## config.mk

```make
export PLATFORM = sky130hd
export DESIGN_NAME = nlm_read_aligner
export DESIGN_NICKNAME = d
export VERILOG_FILES = /design/src/rtl/nlm_read_aligner.sv
export SDC_FILE = /design/constraint.sdc
export NUM_CORES = 1
export LEC_CHECK = 0
export ABC_CLOCK_PERIOD_IN_PS = 11700
export CAP_MARGIN = 20
export CORE_AREA = 3 3 122 153
export CTS_CLUSTER_DIAMETER = 40
export CTS_CLUSTER_SIZE = 20
export DETAILED_ROUTE_END_ITERATION = 7
export DIE_AREA = 0 0 125 156
export HOLD_SLACK_MARGIN = 0.08
export PLACE_DENSITY = 0.78
export SLEW_MARGIN = 40
export SYNTH_ARGS = -nofsm -noshare
export SYNTH_HDL_FRONTEND = slang
export SYNTH_SLANG_ARGS = --single-unit
```

## constraint.sdc

```tcl
create_clock -name clk -period 11.7 [get_ports clk]
set_input_delay 3.51 -clock clk [delete_from_list [all_inputs] [get_ports clk]]
set_output_delay 3.51 -clock clk [all_outputs]
set_load 0.1 [all_outputs]
```

## src/rtl/nlm_read_aligner.sv

```systemverilog
// nlm_read_aligner: aligns SRAM read data to its strobe, tags raster position, buffers in a FIFO.
// Define NLM_RDAL_BAYER_EN to add the registered cfa_o Bayer-phase output.
module nlm_read_aligner #(
  parameter int DATA_WIDTH   = 16,
  parameter int IMAGE_WIDTH  = 4032,
  parameter int IMAGE_HEIGHT = 3024,
  parameter int CNT_WIDTH    = 12,
  parameter int READ_LATENCY = 1,
  parameter int FIFO_DEPTH   = 4
) (
  input  logic                  clk,
  input  logic                  rst,
  input  logic                  en_i,
  input  logic                  rden_i,
  input  logic [DATA_WIDTH-1:0] rddata_i,
  output logic                  stall_o,
  output logic [DATA_WIDTH-1:0] pix_o,
  output logic                  pix_valid_o,
  input  logic                  pix_ready_i,
  output logic [CNT_WIDTH-1:0]  x_o,
  output logic [CNT_WIDTH-1:0]  y_o,
  output logic                  sol_o,
  output logic                  eol_o,
  output logic                  sof_o,
  output logic                  eof_o,
`ifdef NLM_RDAL_BAYER_EN
  output logic [1:0]            cfa_o,
`endif
  output logic                  err_o
);

  localparam int AW  = $clog2(FIFO_DEPTH);
  localparam int AW1 = AW + 1;
  localparam int SW  = AW + 2;
`ifdef NLM_RDAL_BAYER_EN
  localparam int EW = DATA_WIDTH + 2 * CNT_WIDTH + 6;
`else
  localparam int EW = DATA_WIDTH + 2 * CNT_WIDTH + 4;
`endif

  typedef enum logic [1:0] {IDLE, RUN, DRAIN} state_t;

  state_t                  state_q, state_d;
  logic [READ_LATENCY-1:0] vld_q, vld_d;
  logic [AW-1:0]           wr_q, wr_d, rd_q, rd_d;
  logic [AW:0]             cnt_q, cnt_d;
  logic [CNT_WIDTH-1:0]    x_q, x_d, y_q, y_d;
  logic                    err_q, err_d;
  logic [EW-1:0]           mem_q [FIFO_DEPTH];
  logic [EW-1:0]           mem_d [FIFO_DEPTH];

  logic          push, pop, full, wr_en, abort;
  logic          last_x, last_y;
  logic [EW-1:0] ent;
  logic [SW-1:0] infl;

  always_comb begin
    last_x = x_q == CNT_WIDTH'(IMAGE_WIDTH - 1);
    last_y = y_q == CNT_WIDTH'(IMAGE_HEIGHT - 1);
`ifdef NLM_RDAL_BAYER_EN
    ent = {y_q[0], x_q[0], last_x && last_y, x_q == '0 && y_q == '0,
           last_x, x_q == '0, y_q, x_q, rddata_i};
`else
    ent = {last_x && last_y, x_q == '0 && y_q == '0,
           last_x, x_q == '0, y_q, x_q, rddata_i};
`endif
    full  = cnt_q == AW1'(FIFO_DEPTH);
    pop   = cnt_q != '0 && pix_ready_i;
    push  = state_q == RUN && vld_q[READ_LATENCY-1];
    wr_en = push && (!full || pop);
    abort = state_q != IDLE && !en_i;
    infl  = '0;
    for (int i = 0; i < READ_LATENCY; i++) begin
      infl = infl + SW'(vld_q[i]);
    end

    state_d = state_q;
    wr_d    = wr_q;
    rd_d    = rd_q;
    cnt_d   = cnt_q;
    x_d     = x_q;
    y_d     = y_q;
    err_d   = err_q;
    mem_d   = mem_q;
    vld_d   = '0;
    vld_d[0] = state_q == RUN && rden_i;
    for (int i = 1; i < READ_LATENCY; i++) begin
      vld_d[i] = vld_q[i-1];
    end

    if (pop) rd_d = rd_q + 1'b1;
    if (wr_en) begin
      mem_d[wr_q] = ent;
      wr_d = wr_q + 1'b1;
    end
    if (push && !wr_en) err_d = 1'b1;
    if (wr_en && !pop) cnt_d = cnt_q + 1'b1;
    else if (!wr_en && pop) cnt_d = cnt_q - 1'b1;

    unique case (state_q)
      IDLE: begin
        vld_d = '0;
        if (en_i) state_d = RUN;
      end
      RUN: begin
        // dropped pushes still advance the raster position
        if (push) begin
          if (last_x) begin
            x_d = '0;
            if (last_y) begin
              y_d = '0;
              state_d = DRAIN;
            end else begin
              y_d = y_q + 1'b1;
            end
          end else begin
            x_d = x_q + 1'b1;
          end
        end
      end
      DRAIN: begin
        if (cnt_q == '0) state_d = en_i ? RUN : IDLE;
      end
      default: state_d = IDLE;
    endcase

    if (abort) begin
      state_d = IDLE;
      vld_d   = '0;
      wr_d    = '0;
      rd_d    = '0;
      cnt_d   = '0;
      x_d     = '0;
      y_d     = '0;
      err_d   = err_q;
    end
  end

  always_ff @(posedge clk or posedge rst) begin
    if (rst) begin
      state_q <= IDLE;
      vld_q   <= '0;
      wr_q    <= '0;
      rd_q    <= '0;
      cnt_q   <= '0;
      x_q     <= '0;
      y_q     <= '0;
      err_q   <= 1'b0;
      mem_q   <= '{default: '0};
    end else begin
      state_q <= state_d;
      vld_q   <= vld_d;
      wr_q    <= wr_d;
      rd_q    <= rd_d;
      cnt_q   <= cnt_d;
      x_q     <= x_d;
      y_q     <= y_d;
      err_q   <= err_d;
      mem_q   <= mem_d;
    end
  end

  assign pix_valid_o = cnt_q != '0;
  assign stall_o     = ({1'b0, cnt_q} + infl) >= SW'(FIFO_DEPTH);
  assign err_o       = err_q;
`ifdef NLM_RDAL_BAYER_EN
  assign {cfa_o, eof_o, sof_o, eol_o, sol_o, y_o, x_o, pix_o} = mem_q[rd_q];
`else
  assign {eof_o, sof_o, eol_o, sol_o, y_o, x_o, pix_o} = mem_q[rd_q];
`endif

endmodule
```

==> metrics.cfg, run 1 <==
[critical_path]
cpLargestDelayFamily=buffers and inverters
slowest_stage=dfrtp_2
worst-path-buf-inv=2
path_max_fanout=26
r2r_slack_ns=8.79
crit_type=register to primary output
cpPeakStageDelay_ns=0.85
crit_path_cell_trace=buf_4 > mux4_2 > buf_2
timing.rr.end=mem_q[91]
cp.required_ns=8.19
critPathLaunchType=register
end_kind=primary output
rr_startpoint=state_q[1]
worstRegToRegCells=4
arrival_ns=2.87

[yosys]
syn_area_mm2=0.0100
synth_ff_type=dfrtp_1
synth-seq-cells=211
ys_types=63
syn-num-nets=761
syn_area_per_cell_um2=13.7
ys_seq_area_frac=0.528
synth_warnings=0
synthCells=731
async_flop_share=1.00
synth-edff-count=0

[placed_design]
dpl_cell_area_mm2=0.0104
gp_congestion=0.832
port_buffers=67
dpl.hpwl_um=12900

[sta]
fin_crit_ns=6.38
slew_headroom=0.461
setup_viol=0
finalHoldViolCount=0
final_max_slew_viol_count=0
timing.final.crit_share=0.546
setup_tns_ns=0
finalClockSkew_ns=0.0159
tightest_slew_ns=0.808
rsz0062_at_grt=false
fmax_mhz=157

[status]
status=finished, final reports clean

[hold_path]
holdPathEnd=mem_q[38]
hold_path.startpoint=mem_q[38]
hold_path_depth=2
hold_class=register to register

[power]
pwr-share-comb=0.299
switching_share=0.384
power.density_mw_per_mm2=230
p_int_mw=1.62
p_seq_frac=0.349
p_switching_mw=1.01
ir_drop_v=0.000208
power_leakage_nw=5.42
clkPwrFrac=0.352

[cts]
ctsResizeCount=0
postCtsHoldBufs=0
cts_buffers=28
cts_sinks=211
clock-root-buffer=clkbuf_16
cts_tree=done
cts_buffer_depth=3
cts_setup_buffers=0
clk_latency_ns=0.53
path_clk_slew_ns=0.06
h-tree-depth=1

[die]
coreArea_mm2=0.0174
rows=54
dieArea_mm2=0.0195
die_y_um=156
pin_count=68
die_w_um=125
start_util=0.574

[detailed_routing]
drt_wl_total_um=20800
vias_per_cell=6.06
drt_pre_antenna_iters=5
drc_errors=0
wl_per_cell_um=20.3
num_vias=6191
drt_iter0_drc=578
ant_nets=0

[global_routing]
grt_pass1_wl_um=34700
grt_pass1_vias=6601
grt_max_degree=123
grt_use_total=0.216
grt-ovfl-total=0
antenna_found_initial=0

[cells_and_area]
n_antenna_cell=0
layout.nets=805
finish.instance_area_mm2=0.0114
fill_cells=1198
area_delta_synth_final_pct=14.1
drive_gt1_frac=0.335

[flow_run]
max_cap_viol_count=0

## layout by cell type (no fill, tap or decap), drive strengths merged, types with 2 or more instances in the layout
cell type / n
nor4: 6
o2111ai: 3
and3: 6
ha: 8
and2: 5
clkdlybuf4s50: 20
a31oi: 3
dfrtp: 211
a21oi: 7
a22o: 4
clkinv: 6
nand3b: 2
a32oi: 3
a22oi: 3
nand2: 60
o21ai: 52
mux4: 44
nand3: 21
or3: 4
nand4: 9
xor2: 3
buf: 53
o21bai: 2
mux2: 128
a2111oi: 4
o31ai: 4
a211oi: 3
o2bb2ai: 2
a21o: 2
inv: 30
nor2: 19
o22ai: 2
clkbuf: 32
bufinv: 3
nor4b: 2
xnor2: 12
## state kept, by name, indices dropped and copies added, names as in the netlist
name and count:
vld_q 1, state_q 2, err_o 1, mem_q 176, rd_q 2, x_q 12, y_q 12, wr_q 2
cnt_q 3
## power by group through the flow
| stage | sequential [mW] | clock [mW] | combinational, mW |
|---|---|---|---|
| after floorplan | 0.882 | 0 | 0.721 |
| after global placement | 0.925 | 0 | 0.827 |
| after detailed placement | 0.931 | 0 | 0.790 |
| after CTS | 0.920 | 0.942 | 0.793 |
| after global routing | 0.934 | 0.976 | 0.822 |
| final | 0.919 | 0.926 | 0.786 |
## worst min-delay path, cell delays in order (launching register included)
cell	delay, ns
dfrtp_1	0.34
nand2_1	0.04
o21ai_0	0.06
## metrics by stage
step / power, mW / utilization / hold slack, ns / setup WS (ns) / cells
floorplan: 1.60 / - / 0.444 / 2.42 / 731
global route: 2.73 / 0.655 / 0.502 / 5.10 / 1021
detailed placement: 1.72 / 0.594 / 0.466 / 5.23 / 969
finish: 2.63 / 0.655 / 0.476 / 5.32 / 1021
CTS: 2.66 / 0.654 / 0.480 / 5.21 / 1021
global placement: 1.75 / 0.607 / 0.457 / 5.12 / 969
## cells by family after synthesis
kind of cell,synth area share
AOI/OAI and AO/OA,0.0659
xor gates and xnor gates,0.0131
adders and majority gates,0.0120
buffers and inverters,0.0499
DFF,0.528
muxes,0.258
and+or+nand+nor,0.0730
## worst max path at each step
stage,endpoint,start,slack [ns],depth (start not counted)
6_report,x_o[11],rd_q[0],5.32,3
5_1_grt,x_o[11],rd_q[0],5.10,3
4_1_cts,x_o[11],rd_q[0],5.21,3
3_5_place_dp,mem_q[129],pix_ready_i,5.23,5
3_3_place_gp,x_o[11],rd_q[0],5.12,3
2_1_floorplan,cnt_q[0],rst,2.42,1
## routing by layer
layer,vias up,GRT usage,wire [um]
met5,-,0,0
met3,35,0.0315,1050
met2,224,0.369,10300
li1,2764,-,-
met4,0,0.0604,471
met1,3168,0.294,8900
## Yosys cell counts (all sizes together) (2+ instances only)
| cell | number | area share |
|---|---|---|
| a2111oi | 4 | 0.0035 |
| a211oi | 3 | 0.0023 |
| a21o | 2 | 0.0015 |
| a21oi | 7 | 0.0035 |
| a22o | 4 | 0.0035 |
| a22oi | 3 | 0.0023 |
| a31oi | 3 | 0.0019 |
| a32oi | 3 | 0.0026 |
| and2 | 5 | 0.0031 |
| and3 | 6 | 0.0038 |
| buf | 46 | 0.038 |
| clkbuf | 14 | 0.0053 |
| dfrtp | 211 | 0.53 |
| ha | 8 | 0.010 |
| inv | 18 | 0.0068 |
| mux2 | 128 | 0.16 |
| mux4 | 44 | 0.099 |
| nand2 | 60 | 0.023 |
| nand3 | 21 | 0.013 |
| nand3b | 2 | 0.0028 |
| nand4 | 9 | 0.0056 |
| nor2 | 19 | 0.0071 |
| nor4 | 6 | 0.0050 |
| nor4b | 2 | 0.0018 |
| o2111ai | 3 | 0.0026 |
| o21ai | 52 | 0.026 |
| o21bai | 2 | 0.0015 |
| o22ai | 2 | 0.0013 |
| o2bb2ai | 2 | 0.0018 |
| o31ai | 4 | 0.0030 |
| or3 | 4 | 0.0025 |
| xnor2 | 12 | 0.011 |
| xor2 | 3 | 0.0026 |
## final cells by class
cell class	count	area, um2	area share
well taps	224	280	0.0245
flip-flops and latches	211	5290	0.463
multi-input cells	442	4230	0.371
clock inverters	21	293	0.0256
repair buffers	74	494	0.0433
clock buffers	31	753	0.0660
inverters	18	80.1	0.00701
(Power assumes the default switching activity.)
==> inputs of run 2 (changes only) <==
- ABC_CLOCK_PERIOD_IN_PS: 11700 -> 6350
- clock period: 11.7 -> 6.35 ns (I/O delays scaled with it)
==> metrics.cfg, run 2 (synthesized netlist as in run 1, its figures left out) <==
[detailed_routing]
vias_per_cell=5.99  ; was 6.06
drt_iter0_drc=410  ; was 578
num_vias=6126  ; was 6191
wl_per_cell_um=20.3  ; about the same
drt_wl_total_um=20700  ; was 20800 um
wl_met2_um=10600  ; was 10300 um
top_layer_used=met4  ; unchanged
wl_met3_um=804  ; was 1050 um
met1_length_um=8890  ; was 8900 um
drt_pre_antenna_iters=4  ; was 5
ant_nets=0  ; unchanged
drc_errors=0  ; unchanged

[hold_path]
holdPathEnd=mem_q[28]  ; was mem_q[38]
hold_class=register to register  ; unchanged
hold_path_depth=2  ; unchanged
hold_path.startpoint=mem_q[28]  ; was mem_q[38]

[sta]
fin_crit_ns=4.45
setup_tns_ns=0  ; unchanged
setup_viol=0  ; unchanged
finalClockSkew_ns=0.0243  ; was 0.0159 ns
final_max_slew_viol_count=0  ; unchanged
whs_ns=0.479  ; was 0.476 ns
tightest_slew_ns=0.812  ; was 0.808 ns
slew_headroom=0.459  ; was 0.461
finalHoldViolCount=0  ; unchanged
fmax_mhz=225
timing.final.crit_share=0.701
rsz0062_at_grt=false  ; unchanged

[cts]
path_clk_slew_ns=0.07  ; was 0.06 ns
cts_tree=done  ; unchanged
cts_buffers=26  ; was 28
postCtsHoldBufs=0  ; unchanged
ctsResizeCount=0  ; unchanged
cts_buffer_depth=3  ; unchanged
cts_sinks=211  ; unchanged
clk_latency_ns=0.52  ; was 0.53 ns
h-tree-depth=1  ; unchanged
clock-root-buffer=clkbuf_16  ; unchanged
cts_setup_buffers=0  ; unchanged

[placed_design]
gp_congestion=0.867  ; was 0.832
port_buffers=67  ; unchanged
dpl.hpwl_um=13100  ; was 12900 um

[cells_and_area]
final_common_cell=dfrtp_1  ; unchanged
area_delta_synth_final_pct=13.7  ; was 14.1%
layout.nets=809  ; was 805
layout_common_cells=dfrtp_1, mux2_2, nand2_1  ; unchanged
largestRegisters=mem_q: 176 flops, x_q: 12 flops, y_q: 12 flops  ; unchanged
top_register=mem_q  ; unchanged
fill_cells=1237  ; was 1198
largest_reg_flops=176  ; unchanged
n_antenna_cell=0  ; unchanged
drive_gt1_frac=0.336  ; was 0.335

[global_routing]
grt-ovfl-total=0  ; unchanged
grt_use_total=0.220  ; was 0.216
antenna_found_initial=0  ; unchanged
grt_pass1_vias=6583  ; was 6601
grt_max_degree=97  ; was 123
grt_pass1_wl_um=35000  ; was 34700 um

[critical_path]
slowest_stage=dfrtp_2  ; unchanged
timing.rr.end=mem_q[4]  ; was mem_q[91]
path_max_fanout=29  ; was 26
critPathLaunch=rd_q[1]  ; was rd_q[0]
cp.required_ns=4.45  ; was 8.19 ns
cpPeakStageDelay_ns=0.89  ; was 0.85 ns
worstRegToRegCells=4  ; unchanged
arrival_ns=2.54  ; was 2.87 ns
critPathLaunchType=register  ; unchanged
crit_path_cell_trace=buf_4 > mux4_2 > buf_2  ; unchanged
rr_startpoint=state_q[1]  ; unchanged
end_kind=primary output  ; unchanged
crit_type=register to primary output  ; unchanged
r2r_slack_ns=3.55  ; was 8.79 ns

[die]
die_y_um=156  ; unchanged
dieArea_mm2=0.0195  ; unchanged
start_util=0.574  ; unchanged
die_w_um=125  ; unchanged
pin_count=68  ; unchanged
coreArea_mm2=0.0174  ; unchanged
rows=54  ; unchanged

[power]
ir_drop_v=0.000278  ; was 0.000208 V
power.density_mw_per_mm2=412  ; was 230 mW/mm2
power_mw=4.69  ; was 2.63 mW
power_leakage_nw=5.38  ; was 5.42 nW

[status]
status=finished, final reports clean  ; unchanged

[flow_run]
max_cap_viol_count=0  ; unchanged

==> run 2: cell count changes in the layout (fill, tap and decap cells not counted), moves of 2 or more <==
| cell | change |
|---|---|
| clkbuf_16 | -3 |
| buf_16 | +2 |
| inv_8 | -4 |
| inv_6 | +4 |
| buf_12 | +2 |
| buf_4 | +3 |
| clkinv_8 | -2 |
| clkinvlp_4 | +2 |
==> run 2: metal layers <==
metal,GRT usage,up-vias
li1,-,2765
met1,0.297,3200
met2,0.382,131
met3,0.0257,30
met4,0.0604,0
met5,0,-
==> run 2: worst max path at each step <==
stage,to,slack [ns]
5_1_grt,y_o[4],1.77
2_1_floorplan,cnt_q[0],1.70
6_report,y_o[4],1.90
3_3_place_gp,mem_q[107],1.73
3_5_place_dp,mem_q[108],1.63
4_1_cts,y_o[4],1.84
==> run 2: final cells by class <==
| cell class | count | area, um2 | share of cell area |
|---|---|---|---|
| Tap cell | 224 | 280 | 0.0246 |
| Clock inverter | 19 | 235 | 0.0207 |
| Clock buffer | 28 | 678 | 0.0596 |
| Timing Repair Buffer | 80 | 598 | 0.0526 |
| Inverter | 18 | 71.3 | 0.00627 |
| Multi-Input combinational cell | 442 | 4230 | 0.372 |
| Sequential cell | 211 | 5280 | 0.464 |
==> run 2: through the flow <==
step                 util  setup slack [ns]  cell area (um2)  instances
floorplan               -              1.70            10000        731
global placement    0.610              1.73            10600        973
detailed placement  0.600              1.63            10500        975
CTS                 0.653              1.84            11400       1022
global route        0.653              1.77            11400       1022
finish              0.653              1.90            11400       1022
==> run 2: power by group <==
part	internal, mW	total (mW)	switching (mW)
Sequential	1.52	1.68	0.156
Clock	0.893	1.53	0.634
Combinational	0.447	1.48	1.04
==> run 2: worst max-delay path, delay by kind of cell (launching register included) <==
family | cells | cell delay, ns
buffers and inverters | 2 | 0.85
flip-flops | 1 | 0.89
multiplexers | 1 | 0.28
